## config.mk

```make
export PLATFORM = sky130hd
export DESIGN_NAME = risc_pc
export DESIGN_NICKNAME = d
export VERILOG_FILES = /design/src/rtl/risc_pc.sv
export SDC_FILE = /design/constraint.sdc
export NUM_CORES = 1
export LEC_CHECK = 0
export BUFFER_PORTS_ARGS = -buffer_cell sky130_fd_sc_hd__buf_2
export CELL_PAD_IN_SITES_DETAIL_PLACEMENT = 0
export CELL_PAD_IN_SITES_GLOBAL_PLACEMENT = 1
export CORE_ASPECT_RATIO = 0.6
export CORE_MARGIN = 4
export CORE_UTILIZATION = 32
export CTS_CLUSTER_SIZE = 12
export DETAILED_ROUTE_END_ITERATION = 12
export GPL_TIMING_DRIVEN = 0
export PLACE_DENSITY_LB_ADDON = 0.1
export SLEW_MARGIN = 10
export SYNTH_ARGS = -nofsm -noshare
export SYNTH_HDL_FRONTEND = slang
export SYNTH_SLANG_ARGS = --single-unit
```

## constraint.sdc

```tcl
create_clock -name clk -period 1.85 [get_ports clk]
set_input_delay 0.2775 -clock clk [delete_from_list [all_inputs] [get_ports clk]]
set_output_delay 0.2775 -clock clk [all_outputs]
set_load 0.02 [all_outputs]
```

## src/rtl/risc_pc.sv

```systemverilog
// Program counter register for the RV32I fetch stage.
// Holds the fetch address and either advances by STEP or loads a branch/jump target.
module risc_pc #(
  parameter int              XLEN       = 32,
  parameter logic [XLEN-1:0] RESET_ADDR = '0,
  parameter int              STEP       = 4
) (
  input  logic            clk,
  input  logic            rst,
  input  logic            pcEn,
  input  logic            pcSrc,
  input  logic [XLEN-1:0] addressInput,
  output logic [XLEN-1:0] pcOutput
);

  localparam logic [XLEN-1:0] STEP_V = XLEN'(STEP);

  logic [XLEN-1:0] pc;

  // Target is chosen by a mux select, so an X on addressInput never reaches pc
  // while the sequential path is in use.
  always_ff @(posedge clk) begin
    if (rst) begin
      pc <= RESET_ADDR;
    end else if (pcEn) begin
      if (pcSrc) begin
        pc <= addressInput;
      end else begin
        pc <= pc + STEP_V;
      end
    end
  end

  assign pcOutput = pc;

endmodule

```

* Yosys cells after proc, flatten, opt, wreduce, memory -nomap -nowiden
Index checks and enable logic that the tools add are counted.
** Operators by class
- Add/sub/neg operators :: 1
- Muxes and demuxes :: 1
** Operator list (number)
- adder 32 x 3 -> 32 bit (second input constant) :: 1
- 2-to-1 mux 32 bit :: 1
** Word-level totals
- Register bits :: 32
- Input port bits :: 36
- Logic and storage cells :: 3

* Longest topological paths before layout
- Word-level depth :: 2
- Gate-level depth with buffers :: 7
- Mapped depth without buffers :: 5

* Least setup slack after synthesis
No wires, ideal clock.
- Path type :: register to register
- Start point :: register pc[2], in the netlist pcOutput[2]
- End point :: register pc[20], in the netlist pcOutput[20]
- Data arrival time :: 1.992 ns
- Required time :: 1.776 ns
- Path slack :: -0.216 ns
- Cell stages (with the launch flop) :: 7
- Buffers on the path :: 1
- Cells stage by stage :: dfxtp_1 > ha_1 > and4_1 > buf_2 > nand4_1 > or4_1 > a31oi_1
** On the way
- Longest elaborated chain between the ends :: 2
** RTL lines
- start: declaration :: RTL line 18 : logic [XLEN-1:0] pc;
- start signal: assignment :: RTL line 27 : pc <= addressInput;
- start signal: assignment :: RTL line 29 : pc <= pc + STEP_V;
- adder 32 x 3 -> 32 bit :: RTL line 29
- 2-to-1 mux 32 bit :: RTL line 26 : if (pcSrc) begin
Every way passes these cells.
A chain may end at the register's enable or synchronous reset.

* Worst setup path after layout
- Start point :: register pc[4], in the netlist pcOutput[4]
- End point :: register pc[17], in the netlist pcOutput[17]
Same word-level chain as after synthesis.

==> qor.log <==
qor: outcome.status completed
qor: placement.io_buffer_count 65
qor: yosys.synth_flop_cell sky130_fd_sc_hd__dfxtp_1
qor: clock_network.cts-root-buf sky130_fd_sc_hd__clkbuf_8
qor: power_and_ir_drop.cellLeakagePower 1.168 nW
qor: clock_network.cts.hold.buffers_added 0
qor: cells_and_area.layout.cell_area.non_filler 2795 µm²
qor: yosys.yosys-mux-area-fraction 2.871%
qor: grt.antenna_found_initial 0
qor: yosys.yosys.area.top_type_share 30.62%
qor: clock_network.cts_max_level 2
qor: placement.placement_setup_slack -373.8 ps
qor: clock_network.clkLatencyLatePin 280 ps
qor: sta.period_share 98.63%
qor: yosys.synth_cells 278
qor: sta.finalHoldViolCount 0
qor: grt.grt_start_max_net_pins 11
qor: yosys.share_of_the_yosys_chip_area_belonging_to_registers 30.62%
qor: sta.final.min_clock_period 1825 ps
qor: setup_path.worstPathArrival 2030 ps
qor: yosys.synthXorXnorAreaFrac 0%
qor: worst_hold_path.worstHoldPathType in2reg
qor: sta.clock_skew 4.966 ps
qor: power_and_ir_drop.share_seq_of_total_power 47.4%
qor: cells_and_area.largest_register_ffs 32
qor: yosys.yosys.area_share.simple 28.47%
qor: power_and_ir_drop.power-per-cell-area 601.4 nW/µm²
qor: drt.drcViolationCount 0
qor: floorplan.die_w 112.4 µm
qor: yosys.combinational_family_with_the_most_area_after_synthesis compound AO/OA/AOI/OAI gates
qor: cells_and_area.final_nets 398
qor: sta.timing_max_transition_violations_final 0
qor: yosys.synth_area_in_adders 0.5981%
qor: cells_and_area.antenna-diode-count 0
qor: power_and_ir_drop.worst_ir_drop_vdd 0.2239 mV
qor: floorplan.coreArea 6221 µm²
qor: placement.hpwl 6.046 mm
qor: drt.num_vias 2622
qor: floorplan.start_util 33.63%
qor: setup_path.critical_setup_path_kind reg2reg
qor: clock_network.clk_transition_reported_paths 70 ps
qor: setup_path.critical_path_required 2050 ps
qor: yosys.number_of_flip_flops_and_latches_in_the_synthesized_netlist 32
qor: setup_path.start_kind flop
qor: yosys.post_synth.cell_area_avg 7.525 µm²
qor: drt.first_pass_iters 5
qor: yosys.post-synth-top-area-cell sky130_fd_sc_hd__dfxtp_1
qor: sta.slew_headroom 57.61%
qor: drt.average_wire_length_per_cell_after_detail_routing 18.99 µm
qor: power_and_ir_drop.total_switching_power 0.5516 mW
qor: floorplan.placementRows 22
qor: sta.post_layout_worst_setup_margin 25.39 ps
qor: placement.gp_routability_congestion 0.8051
qor: power_and_ir_drop.intPower 1.129 mW
qor: clock_network.clkSinkCount 32
qor: placement.postPlaceCellArea 2562 µm²
qor: sta.smallest_hold_slack 229.4 ps
qor: drt.drt_wl_total 8.431 mm
qor: cells_and_area.fillCellCount 672
qor: yosys.syn_area 2092 µm²
qor: yosys.synth_enable_flop_cells 0
qor: power_and_ir_drop.clock_power_share 30.5%
qor: grt.grt_usage 20.87%
qor: cells_and_area.layout-drive-gt1-share 32.78%
qor: yosys.compound_cell_area_share_of_the_yosys_netlist 31.58%
qor: power_and_ir_drop.share_comb_of_total_power 22.1%
qor: clock_network.tritoncts.num_buffers 5
qor: setup_path.cp_max_fo 8
qor: yosys.ys_warn_count 0
qor: sta.fmax 548.1 MHz
qor: drt.route.antenna.remaining_nets 0
qor: drt.route.detailed.vias_per_inst 5.905
qor: cells_and_area.area_delta_synth_final 33.61%
qor: grt.gr-total-overflow 0
qor: yosys.syn_nets 315
qor: floorplan.io_pins 68
qor: clock_network.cts.path.max_buffers 2
qor: grt.grt_pass1_wl 13.21 mm
qor: floorplan.fp.dieH 70.63 µm
qor: drt.iteration_0_drc_count_of_the_detailed_router 316
qor: clock_network.cts_tree built
qor: sta.rsz0062_at_grt true
qor: sta.worst-slew-pin-transition 635.9 ps
qor: yosys.ys_top_cells_by_area sky130_fd_sc_hd__dfxtp_1, sky130_fd_sc_hd__nand2_1, sky130_fd_sc_hd__a21oi_1
qor: job.max-cap-violations 0
qor: grt.via_count_of_the_first_global_routing_pass 2429
qor: setup_path.crit_path_end_kind flop
qor: sta.final-setup-viol-count 0
qor: yosys.synth_async_sr_flop_share 0%
qor: sta.fin_tns_setup 0 ps
qor: power_and_ir_drop.swShare 32.82%
qor: yosys.synth_cell_type_count 51
qor: floorplan.die_area 7938 µm²
## power groups by stage
stage / clock, mW / sequential, mW / combinational [mW]
after global placement: 0 / 0.810 / 0.351
after floorplan: 0 / 0.845 / 0.167
final: 0.512 / 0.797 / 0.371
after CTS: 0.524 / 0.795 / 0.367
after detailed placement: 0 / 0.810 / 0.352
after global routing: 0.561 / 0.803 / 0.406
## synthesized netlist by cell type, drive strengths merged, types with 5 or more instances
| cell type | number |
|---|---|
| a211oi | 5 |
| a21o | 5 |
| a21oi | 19 |
| a22oi | 11 |
| a31oi | 9 |
| and2 | 7 |
| and3 | 5 |
| and4 | 5 |
| clkbuf | 19 |
| dfxtp | 32 |
| inv | 9 |
| mux2i | 6 |
| nand2 | 31 |
| nand3 | 11 |
| nand4 | 13 |
| nor2 | 18 |
| nor3 | 7 |
| nor4 | 8 |
| o21ai | 10 |
## kinds of logic (layout without fill, tap and decap cells)
family,Yosys count,in the layout
buffers and inverters,32,114
adder cells (fa/ha/maj),1,1
multiplexers,6,6
AND/OR/NAND/NOR,113,113
AO/OA/AOI/OAI,94,94
flip-flops,32,32
## per-layer routing
layer	GRT usage (%)	up-vias	routed length, µm
met4	2.400	0	50
met5	0	-	0
met3	5.214	9	601
li1	-	1239	-
met2	29.97	124	3493
met1	32.13	1250	4286
## per-stage QoR
stage                     instances  power (mW)  util (%)
after floorplan                 278       1.013         -
after global placement          427       1.160     41.19
after detailed placement        427       1.161     41.19
after CTS                       443       1.686     44.31
after global routing            444       1.770     44.93
final                           444       1.681     44.93
## placed cells by master (no fill, tap or decap), types with 4 or more instances in the layout
cell / n
sky130_fd_sc_hd__buf_2: 66
sky130_fd_sc_hd__nand2_1: 30
sky130_fd_sc_hd__dfxtp_1: 21
sky130_fd_sc_hd__a21oi_1: 19
sky130_fd_sc_hd__nor2_1: 18
sky130_fd_sc_hd__buf_4: 15
sky130_fd_sc_hd__nand4_1: 12
sky130_fd_sc_hd__clkbuf_1: 11
sky130_fd_sc_hd__a22oi_1: 11
sky130_fd_sc_hd__o21ai_0: 10
sky130_fd_sc_hd__nand3_1: 10
sky130_fd_sc_hd__a31oi_1: 9
sky130_fd_sc_hd__dfxtp_2: 9
sky130_fd_sc_hd__inv_1: 8
sky130_fd_sc_hd__and2_1: 7
sky130_fd_sc_hd__clkbuf_2: 6
sky130_fd_sc_hd__nor3_1: 6
sky130_fd_sc_hd__mux2i_1: 6
sky130_fd_sc_hd__nor4_1: 6
sky130_fd_sc_hd__and3_1: 5
sky130_fd_sc_hd__a21o_1: 5
sky130_fd_sc_hd__a211oi_1: 5
sky130_fd_sc_hd__clkbuf_8: 5
sky130_fd_sc_hd__and4_1: 4
sky130_fd_sc_hd__a211o_1: 4
sky130_fd_sc_hd__o211ai_1: 4
## final timing paths
path,slack (ps),start,cells after the start,endpoint
worst min-delay path,230,addressInput[1],3,pcOutput[1]
worst min register to register,450,pcOutput[0],2,pcOutput[0]
worst max-delay path,30,pcOutput[4],5,pcOutput[17]
worst max register to register,30,pcOutput[4],5,pcOutput[17]
## timing repair
item / 4_1_cts / 5_1_grt
pin swaps: 9 / 8
setup endpoints to repair: 18 / 22
setup buffers: 10 / 4
gates resized for setup: 12 / 16
hold endpoints to repair: 0 / 0
## layout make-up
type                       instances  area, µm²  share of cell area (%)
timing repair buffer              79      430.4                   15.40
multi-input combinational        214       1399                   50.04
sequential                        32      659.4                   23.59
tap                               84      105.1                   3.760
buffer                            19      91.34                   3.268
inverter                          10      37.54                   1.343
clock buffer                       6      72.57                   2.596
## worst max-delay path, stage by stage, from the launching register on
cell                      delay (ps)
sky130_fd_sc_hd__dfxtp_2         330
sky130_fd_sc_hd__buf_6           130
sky130_fd_sc_hd__nand3_4          90
sky130_fd_sc_hd__or4_4           560
sky130_fd_sc_hd__or4_4           480
sky130_fd_sc_hd__a31oi_1         140
No activity file was read; power rests on OpenSTA's default activity.
